`config.mk`:
```
export PLATFORM = sky130hd
export DESIGN_NAME = mtype_issue_queue_flat
export DESIGN_NICKNAME = d
export VERILOG_FILES = /design/src/rtl/mtype_issue_queue_if.sv /design/src/rtl/mtype_issue_queue.sv /design/src/flat_wrapper.sv
export SDC_FILE = /design/constraint.sdc
export NUM_CORES = 1
export LEC_CHECK = 0
export BUFFER_PORTS_ARGS = -buffer_cell sky130_fd_sc_hd__buf_2
export CORE_UTILIZATION = 62
export DETAILED_ROUTE_END_ITERATION = 7
export PLACE_DENSITY_LB_ADDON = 0.2
export SETUP_SLACK_MARGIN = 0.02
export SKIP_CTS_REPAIR_TIMING = 1
export SYNTH_ARGS = -nofsm -noshare
export SYNTH_HDL_FRONTEND = slang
export SYNTH_SLANG_ARGS = --single-unit
```
`constraint.sdc`:
```
create_clock -name clk -period 7.7 [get_ports clk]
set_input_delay 0.385 -clock clk [delete_from_list [all_inputs] [get_ports clk]]
set_output_delay 0.385 -clock clk [all_outputs]
set_load 0.01 [all_outputs]
```
`src/rtl/mtype_issue_queue_if.sv`:
```
`default_nettype none
// ============================================================================
// Module      : mtype_issue_queue_if
// Description : Bundle between the scalar core, the m-type issue queue and the
//               matrix load/store and GEMM units.
// Revision    : 1.0 - initial release
// ============================================================================
interface mtype_issue_queue_if;
    logic        in_valid;
    logic        in_ready;
    logic [31:0] in_instr;
    logic [31:0] in_rs1_val;
    logic [31:0] in_rs2_val;

    logic        ls_valid;
    logic        ls_ready;
    logic        ls_store;
    logic [4:0]  ls_mreg;
    logic [31:0] ls_addr;
    logic [31:0] ls_stride;
    logic        ls_done;

    logic        gemm_valid;
    logic        gemm_ready;
    logic [4:0]  gemm_rd;
    logic [4:0]  gemm_rs1;
    logic [4:0]  gemm_rs2;
    logic [4:0]  gemm_rs3;
    logic        gemm_done;

    logic        illegal;
    logic        idle;

    // Environment side: scalar core plus both execution units.
    modport master (
        output in_valid, in_instr, in_rs1_val, in_rs2_val,
        input  in_ready,
        input  ls_valid, ls_store, ls_mreg, ls_addr, ls_stride,
        output ls_ready, ls_done,
        input  gemm_valid, gemm_rd, gemm_rs1, gemm_rs2, gemm_rs3,
        output gemm_ready, gemm_done,
        input  illegal, idle
    );

    // Issue queue side.
    modport slave (
        input  in_valid, in_instr, in_rs1_val, in_rs2_val,
        output in_ready,
        output ls_valid, ls_store, ls_mreg, ls_addr, ls_stride,
        input  ls_ready, ls_done,
        output gemm_valid, gemm_rd, gemm_rs1, gemm_rs2, gemm_rs3,
        input  gemm_ready, gemm_done,
        output illegal, idle
    );
endinterface
`default_nettype wire

```
`src/rtl/mtype_issue_queue.sv`:
```
`default_nettype none
// ============================================================================
// Module      : mtype_issue_queue
// Description : In-order m-type instruction FIFO with matrix-register hazard
//               checks and dispatch to the load/store and GEMM units.
// Revision    : 1.0 - initial release
// ============================================================================
module mtype_issue_queue #(
    parameter int DEPTH = 4
) (
    input  wire logic          clk,
    input  wire logic          rst,
    mtype_issue_queue_if.slave bus
);

    localparam int         c_AW    = $clog2(DEPTH);
    localparam int         c_CW    = c_AW + 1;
    localparam logic [6:0] c_OP_LD = 7'b1000011;
    localparam logic [6:0] c_OP_ST = 7'b1010011;
    localparam logic [6:0] c_OP_GM = 7'b1110011;

    // Reserved bits [31:27] are never stored.
    logic [26:0]     r_instr  [DEPTH];
    logic [31:0]     r_base   [DEPTH];
    logic [31:0]     r_stride [DEPTH];
    logic [c_AW-1:0] r_rd_ptr;
    logic [c_AW-1:0] r_wr_ptr;
    logic [c_CW-1:0] r_count;

    logic            r_ls_busy;
    logic            r_ls_st;
    logic [4:0]      r_ls_reg;
    logic            r_g_busy;
    logic [4:0]      r_g_rd;
    logic [4:0]      r_g_rs1;
    logic [4:0]      r_g_rs2;
    logic [4:0]      r_g_rs3;
    logic            r_illegal;

    function automatic logic in_wset(
        input logic [4:0] x,
        input logic       ls_busy,
        input logic       ls_st,
        input logic [4:0] ls_reg,
        input logic       g_busy,
        input logic [4:0] g_rd
    );
        return (ls_busy && !ls_st && (ls_reg == x)) || (g_busy && (g_rd == x));
    endfunction

    function automatic logic in_rset(
        input logic [4:0] x,
        input logic       ls_busy,
        input logic       ls_st,
        input logic [4:0] ls_reg,
        input logic       g_busy,
        input logic [4:0] g_rs1,
        input logic [4:0] g_rs2,
        input logic [4:0] g_rs3
    );
        return (ls_busy && ls_st && (ls_reg == x)) ||
               (g_busy && ((g_rs1 == x) || (g_rs2 == x) || (g_rs3 == x)));
    endfunction

    logic        w_unused;
    logic [26:0] w_head;
    logic [6:0]  w_op;
    logic [4:0]  w_rd;
    logic [4:0]  w_rs1;
    logic [4:0]  w_rs2;
    logic [4:0]  w_rs3;
    logic        w_head_valid;
    logic        w_is_ld;
    logic        w_is_st;
    logic        w_is_gm;
    logic        w_rd_w;
    logic        w_rd_r;
    logic        w_rs1_w;
    logic        w_rs2_w;
    logic        w_rs3_w;
    logic        w_ls_ok;
    logic        w_g_ok;
    logic        w_ls_valid;
    logic        w_g_valid;
    logic        w_ls_fire;
    logic        w_g_fire;
    logic        w_full;
    logic        w_accept;
    logic        w_legal;
    logic        w_push;
    logic        w_pop;

    assign w_unused = &{1'b0, bus.in_instr[31:27]};

    assign w_head       = r_instr[r_rd_ptr];
    assign w_op         = w_head[6:0];
    assign w_rd         = w_head[11:7];
    assign w_rs1        = w_head[16:12];
    assign w_rs2        = w_head[21:17];
    assign w_rs3        = w_head[26:22];
    assign w_head_valid = (r_count != '0);
    assign w_is_ld      = (w_op == c_OP_LD);
    assign w_is_st      = (w_op == c_OP_ST);
    assign w_is_gm      = (w_op == c_OP_GM);

    assign w_rd_w  = in_wset(w_rd,  r_ls_busy, r_ls_st, r_ls_reg, r_g_busy, r_g_rd);
    assign w_rs1_w = in_wset(w_rs1, r_ls_busy, r_ls_st, r_ls_reg, r_g_busy, r_g_rd);
    assign w_rs2_w = in_wset(w_rs2, r_ls_busy, r_ls_st, r_ls_reg, r_g_busy, r_g_rd);
    assign w_rs3_w = in_wset(w_rs3, r_ls_busy, r_ls_st, r_ls_reg, r_g_busy, r_g_rd);
    assign w_rd_r  = in_rset(w_rd, r_ls_busy, r_ls_st, r_ls_reg, r_g_busy,
                             r_g_rs1, r_g_rs2, r_g_rs3);

    // Hazards only ever clear while the head waits, so valid never drops early.
    assign w_ls_ok = !r_ls_busy &&
                     ((w_is_ld && !w_rd_w && !w_rd_r) || (w_is_st && !w_rd_w));
    assign w_g_ok  = !r_g_busy && w_is_gm && !w_rs1_w && !w_rs2_w && !w_rs3_w &&
                     !w_rd_w && !w_rd_r;

    assign w_ls_valid = w_head_valid && w_ls_ok;
    assign w_g_valid  = w_head_valid && w_g_ok;
    assign w_ls_fire  = w_ls_valid && bus.ls_ready;
    assign w_g_fire   = w_g_valid && bus.gemm_ready;
    assign w_pop      = w_ls_fire || w_g_fire;

    assign w_full   = (r_count == c_CW'(DEPTH));
    assign w_accept = bus.in_valid && !w_full;
    assign w_legal  = (bus.in_instr[6:0] == c_OP_LD) || (bus.in_instr[6:0] == c_OP_ST) ||
                      (bus.in_instr[6:0] == c_OP_GM);
    assign w_push   = w_accept && w_legal;

    // Request fields read as zero while the FIFO is empty.
    assign bus.in_ready   = !w_full;
    assign bus.ls_valid   = w_ls_valid;
    assign bus.ls_store   = w_head_valid && w_is_st;
    assign bus.ls_mreg    = w_head_valid ? w_rd : 5'd0;
    assign bus.ls_addr    = w_head_valid ? r_base[r_rd_ptr] : 32'd0;
    assign bus.ls_stride  = w_head_valid ? r_stride[r_rd_ptr] : 32'd0;
    assign bus.gemm_valid = w_g_valid;
    assign bus.gemm_rd    = w_head_valid ? w_rd  : 5'd0;
    assign bus.gemm_rs1   = w_head_valid ? w_rs1 : 5'd0;
    assign bus.gemm_rs2   = w_head_valid ? w_rs2 : 5'd0;
    assign bus.gemm_rs3   = w_head_valid ? w_rs3 : 5'd0;
    assign bus.illegal    = r_illegal;
    assign bus.idle       = !w_head_valid && !r_ls_busy && !r_g_busy;

    always_ff @(posedge clk) begin
        if (w_push) begin
            r_instr[r_wr_ptr]  <= bus.in_instr[26:0];
            r_base[r_wr_ptr]   <= bus.in_rs1_val;
            r_stride[r_wr_ptr] <= bus.in_rs2_val;
        end
    end

    always_ff @(posedge clk) begin
        if (rst) begin
            r_rd_ptr  <= '0;
            r_wr_ptr  <= '0;
            r_count   <= '0;
            r_ls_busy <= 1'b0;
            r_ls_st   <= 1'b0;
            r_ls_reg  <= 5'd0;
            r_g_busy  <= 1'b0;
            r_g_rd    <= 5'd0;
            r_g_rs1   <= 5'd0;
            r_g_rs2   <= 5'd0;
            r_g_rs3   <= 5'd0;
            r_illegal <= 1'b0;
        end else begin
            r_illegal <= w_accept && !w_legal;

            if (w_push) begin
                r_wr_ptr <= r_wr_ptr + 1'b1;
            end
            if (w_pop) begin
                r_rd_ptr <= r_rd_ptr + 1'b1;
            end
            case ({w_push, w_pop})
                2'b10:   r_count <= r_count + 1'b1;
                2'b01:   r_count <= r_count - 1'b1;
                default: r_count <= r_count;
            endcase

            // A fire needs the unit idle, so a done in the same cycle is stray.
            if (w_ls_fire) begin
                r_ls_busy <= 1'b1;
                r_ls_st   <= w_is_st;
                r_ls_reg  <= w_rd;
            end else if (bus.ls_done) begin
                r_ls_busy <= 1'b0;
            end

            if (w_g_fire) begin
                r_g_busy <= 1'b1;
                r_g_rd   <= w_rd;
                r_g_rs1  <= w_rs1;
                r_g_rs2  <= w_rs2;
                r_g_rs3  <= w_rs3;
            end else if (bus.gemm_done) begin
                r_g_busy <= 1'b0;
            end
        end
    end

endmodule
`default_nettype wire

```
`src/flat_wrapper.sv`:
```
// flat-port wrapper written by rule: the top's interface ports become plain ports
module mtype_issue_queue_flat 
#(
    parameter int DEPTH = 4
)
  (clk, rst, bus_in_valid, bus_in_instr, bus_in_rs1_val, bus_in_rs2_val, bus_in_ready, bus_ls_valid, bus_ls_store, bus_ls_mreg, bus_ls_addr, bus_ls_stride, bus_ls_ready, bus_ls_done, bus_gemm_valid, bus_gemm_rd, bus_gemm_rs1, bus_gemm_rs2, bus_gemm_rs3, bus_gemm_ready, bus_gemm_done, bus_illegal, bus_idle);
  mtype_issue_queue_if bus_i ();
  input  wire logic clk;
  input  wire logic rst;
  input wire logic [$bits(bus_i.in_valid)-1:0] bus_in_valid;
  input wire logic [$bits(bus_i.in_instr)-1:0] bus_in_instr;
  input wire logic [$bits(bus_i.in_rs1_val)-1:0] bus_in_rs1_val;
  input wire logic [$bits(bus_i.in_rs2_val)-1:0] bus_in_rs2_val;
  output wire logic [$bits(bus_i.in_ready)-1:0] bus_in_ready;
  output wire logic [$bits(bus_i.ls_valid)-1:0] bus_ls_valid;
  output wire logic [$bits(bus_i.ls_store)-1:0] bus_ls_store;
  output wire logic [$bits(bus_i.ls_mreg)-1:0] bus_ls_mreg;
  output wire logic [$bits(bus_i.ls_addr)-1:0] bus_ls_addr;
  output wire logic [$bits(bus_i.ls_stride)-1:0] bus_ls_stride;
  input wire logic [$bits(bus_i.ls_ready)-1:0] bus_ls_ready;
  input wire logic [$bits(bus_i.ls_done)-1:0] bus_ls_done;
  output wire logic [$bits(bus_i.gemm_valid)-1:0] bus_gemm_valid;
  output wire logic [$bits(bus_i.gemm_rd)-1:0] bus_gemm_rd;
  output wire logic [$bits(bus_i.gemm_rs1)-1:0] bus_gemm_rs1;
  output wire logic [$bits(bus_i.gemm_rs2)-1:0] bus_gemm_rs2;
  output wire logic [$bits(bus_i.gemm_rs3)-1:0] bus_gemm_rs3;
  input wire logic [$bits(bus_i.gemm_ready)-1:0] bus_gemm_ready;
  input wire logic [$bits(bus_i.gemm_done)-1:0] bus_gemm_done;
  output wire logic [$bits(bus_i.illegal)-1:0] bus_illegal;
  output wire logic [$bits(bus_i.idle)-1:0] bus_idle;
  assign bus_i.in_valid = bus_in_valid;
  assign bus_i.in_instr = bus_in_instr;
  assign bus_i.in_rs1_val = bus_in_rs1_val;
  assign bus_i.in_rs2_val = bus_in_rs2_val;
  assign bus_in_ready = bus_i.in_ready;
  assign bus_ls_valid = bus_i.ls_valid;
  assign bus_ls_store = bus_i.ls_store;
  assign bus_ls_mreg = bus_i.ls_mreg;
  assign bus_ls_addr = bus_i.ls_addr;
  assign bus_ls_stride = bus_i.ls_stride;
  assign bus_i.ls_ready = bus_ls_ready;
  assign bus_i.ls_done = bus_ls_done;
  assign bus_gemm_valid = bus_i.gemm_valid;
  assign bus_gemm_rd = bus_i.gemm_rd;
  assign bus_gemm_rs1 = bus_i.gemm_rs1;
  assign bus_gemm_rs2 = bus_i.gemm_rs2;
  assign bus_gemm_rs3 = bus_i.gemm_rs3;
  assign bus_i.gemm_ready = bus_gemm_ready;
  assign bus_i.gemm_done = bus_gemm_done;
  assign bus_illegal = bus_i.illegal;
  assign bus_idle = bus_i.idle;
  mtype_issue_queue #(.DEPTH(DEPTH)) u_core (.clk(clk), .rst(rst), .bus(bus_i));
endmodule
```
==> results.yml <==
global_route:
  grt_max_degree: 88
  antenna_found_initial: 5
  grt-ovfl-total: 0
  grt_pass1_vias: 8144
  grt_pass1_wl_um: 45680
  gr-usage-all-layers: 0.2326
sta:
  finalCritPeriodShare: 0.6192
  period_needed_ns: 4.768
  max-slew-margin-rel: 0.3342
  hold_viol_final: 0
  rsz0062_at_grt: "no"
  worstMarginPinSlew_ns: 0.9982
  slew_viol_final: 0
  fin_worst_skew_ns: 0.01180
  max_freq_mhz: 209.7
  setup_violations: 0
  tns_ns: 0
  layout_setup_ws_ns: 2.932
clock_tree:
  cts_buffers: 41
  cts_max_path_buffers: 3
  h-tree-depth: 2
  numClockSinks: 402
  cts_root_buffer: "clkbuf_16"
  cts_tree: "built"
  clk_latency_ns: 0.51
  clk_pin_slew_worst_paths_ns: 0.06
drt:
  vias: 7899
  maxUsedRoutingLayer: "met5"
  drc: 0
  routed_wl_um: 29630
  drt_iter0_markers: 560
  met1_length_um: 12220
  wl_met3_um: 1859
  drtAntennaViolNets: 0
  met2WireLength_um: 15100
  detail_route.wl_per_cell_um: 21.40
  routed_via_density: 5.703
  first_pass_iters: 4
critical_path:
  startpoint_type: "flip-flop"
  cp-end-kind: "flip-flop"
  critPathKind: "flip-flop to flip-flop"
  ff2ff_path_depth: 14
  arrival_ns: 5.21
  critical_path_peak_fanout: 40
  r2r_slack_ns: 2.93
  reg2reg_to: "u_core.r_count[2]"
  required_ns: 8.14
final_layout:
  reg.largest.list: "u_core.r_base x128, u_core.r_stride x128, u_core.r_instr x108"
  final_util: 0.7285
  nNetsFinal: 1133
  fill_cells: 1518
  drive_above_1_share: 0.3324
  area_growth_pct: 14.92
die:
  die_width_um: 162.5
  fp.dieH_um: 162.5
  std_cell_rows: 58
  dieArea_sq_um: 26390
  start_util: 0.6339
  ioPinCount: 198
  core_area_sq_um: 25180
min_path:
  hold_depth: 1
  hp-start: "bus_in_rs1_val[4]"
  hp-class: "primary input to flip-flop"
  whs_endpoint: "u_core.r_base[0][4]"
flow_run:
  drv_cap: 0
pwr:
  p_int_mw: 3.446
  switchingPower_mw: 0.7906
  p_seq_frac: 0.562
  netSwitchingFraction: 0.1866
  vdd_drop_max_mv: 0.2282
  clkPwrFrac: 0.424
  p_per_area_nw_per_um2: 231.0
  p_leak_nw: 6.464
  pwr-share-comb: 0.015
yosys:
  synth-seq-cells: 402
  synth_top_flop_cell: "edfxtp_1"
  netlist_instances: 831
  async_flop_share: 0
  synth_area_sq_um: 15960
  synth_edf_count: 364
  yosys_warnings: 0
  synth_cell_type_count: 47
  syn-num-nets: 940
  ys_seq_area_frac: 0.7325
  syn_avg_cell_area_sq_um: 19.21
place:
  gp_congestion: 0.8111
  post-place-ws_ns: 2.877
  port_buffers: 192
  place_hpwl_um: 17420
status:
  status: "completed"
[worst max-delay path, cell delays in order (launching register included)]
cell	delay [ns]
dfxtp_4	0.60
buf_4	0.72
mux4_2	0.74
xnor2_1	0.18
nand2_1	0.15
nor4_4	0.07
nor4_4	0.56
o211ai_1	0.22
a21bo_2	0.23
ha_1	0.17
inv_1	0.06
fa_1	0.37
xor2_1	0.15
or3_1	0.30
a21oi_1	0.14
[worst max path at each step]
stage / start / end / slack [ns]
floorplan: bus_in_instr[3] / u_core.r_base[0][0] / 4.11
global placement: flip-flop / u_core.r_count[2] / 2.90
detailed placement: flip-flop / u_core.r_count[2] / 2.88
CTS: flip-flop / u_core.r_count[2] / 2.84
global route: flip-flop / u_core.r_count[2] / 2.55
finish: flip-flop / u_core.r_count[2] / 2.93
[cell type report]
class                      instances  area [sq um]  area share
tap                              330         412.9     0.02251
inverter                           8         30.03    0.001637
multi-input combinational        371          3969      0.2164
timing repair buffer             200          1021     0.05566
antenna                            2         5.005   0.0002728
clock buffer                      52          1067     0.05818
clock inverter                    20         140.1    0.007639
sequential                       402         11700      0.6377
[cell usage after synthesis (all sizes together) (3+ instances only)]
master / count / area share
mux4: 84 / 0.12
or3: 3 / 0.0012
nand2: 13 / 0.0031
xor2: 15 / 0.0087
o22ai: 4 / 0.0016
o211ai: 3 / 0.0023
nor2: 37 / 0.0087
nand3: 7 / 0.0022
clkbuf: 20 / 0.0047
inv: 8 / 0.0019
and2: 89 / 0.035
a21oi: 6 / 0.0019
edfxtp: 364 / 0.68
mux2i: 33 / 0.021
nor3: 7 / 0.0022
ha: 5 / 0.0039
nand4bb: 4 / 0.0028
nor3b: 3 / 0.0014
nand2b: 5 / 0.0020
nor4: 8 / 0.0058
buf: 30 / 0.013
dfxtp: 38 / 0.048
xnor2: 26 / 0.014
[per-stage QoR]
stage,power (mW),hold slack [ns],instance area [sq um],std cells
finish,4.237,0.08126,18340,1385
global route,4.362,0.06461,18340,1383
CTS,4.267,0.06356,18340,1383
detailed placement,2.488,0.4660,17130,1311
global placement,2.485,0.4629,17130,1311
floorplan,2.441,0.4452,15960,831
[cells in the final DEF (no fill, tap or decap), drive strengths merged, types with 16 or more instances in the layout]
master and instances:
mux2i 33, xnor2 26, clkbuf 52, dfxtp 38, edfxtp 364, buf 200, clkinv 16, mux4 84
and2 89, nor2 37
[power groups by stage]
stage / combinational (mW) / sequential, mW / clock, mW
6_report: 0.0632 / 2.38 / 1.79
5_1_grt: 0.0690 / 2.38 / 1.91
4_1_cts: 0.0636 / 2.38 / 1.82
3_5_place_dp: 0.0629 / 2.43 / 0
3_3_place_gp: 0.0597 / 2.43 / 0
2_1_floorplan: 0.0137 / 2.43 / 0
[routing by layer]
metal,GRT usage,vias up
met4,0.05660,6
met5,0,-
met1,0.3077,4024
met2,0.3897,199
met3,0.05933,42
li1,-,3628
[cell families after synthesis]
group                    after synthesis  share of synthesized area
buffers and inverters                 58                    0.01960
AND/OR/NAND/NOR                      183                    0.06741
adder cells (fa/ha/maj)                6                   0.005174
AO/OA/AOI/OAI                         22                    0.01152
XOR/XNOR                              41                    0.02297
flip-flops                           402                     0.7325
multiplexers                         119                     0.1409
Note: power is estimated with default switching activity, not from simulation.
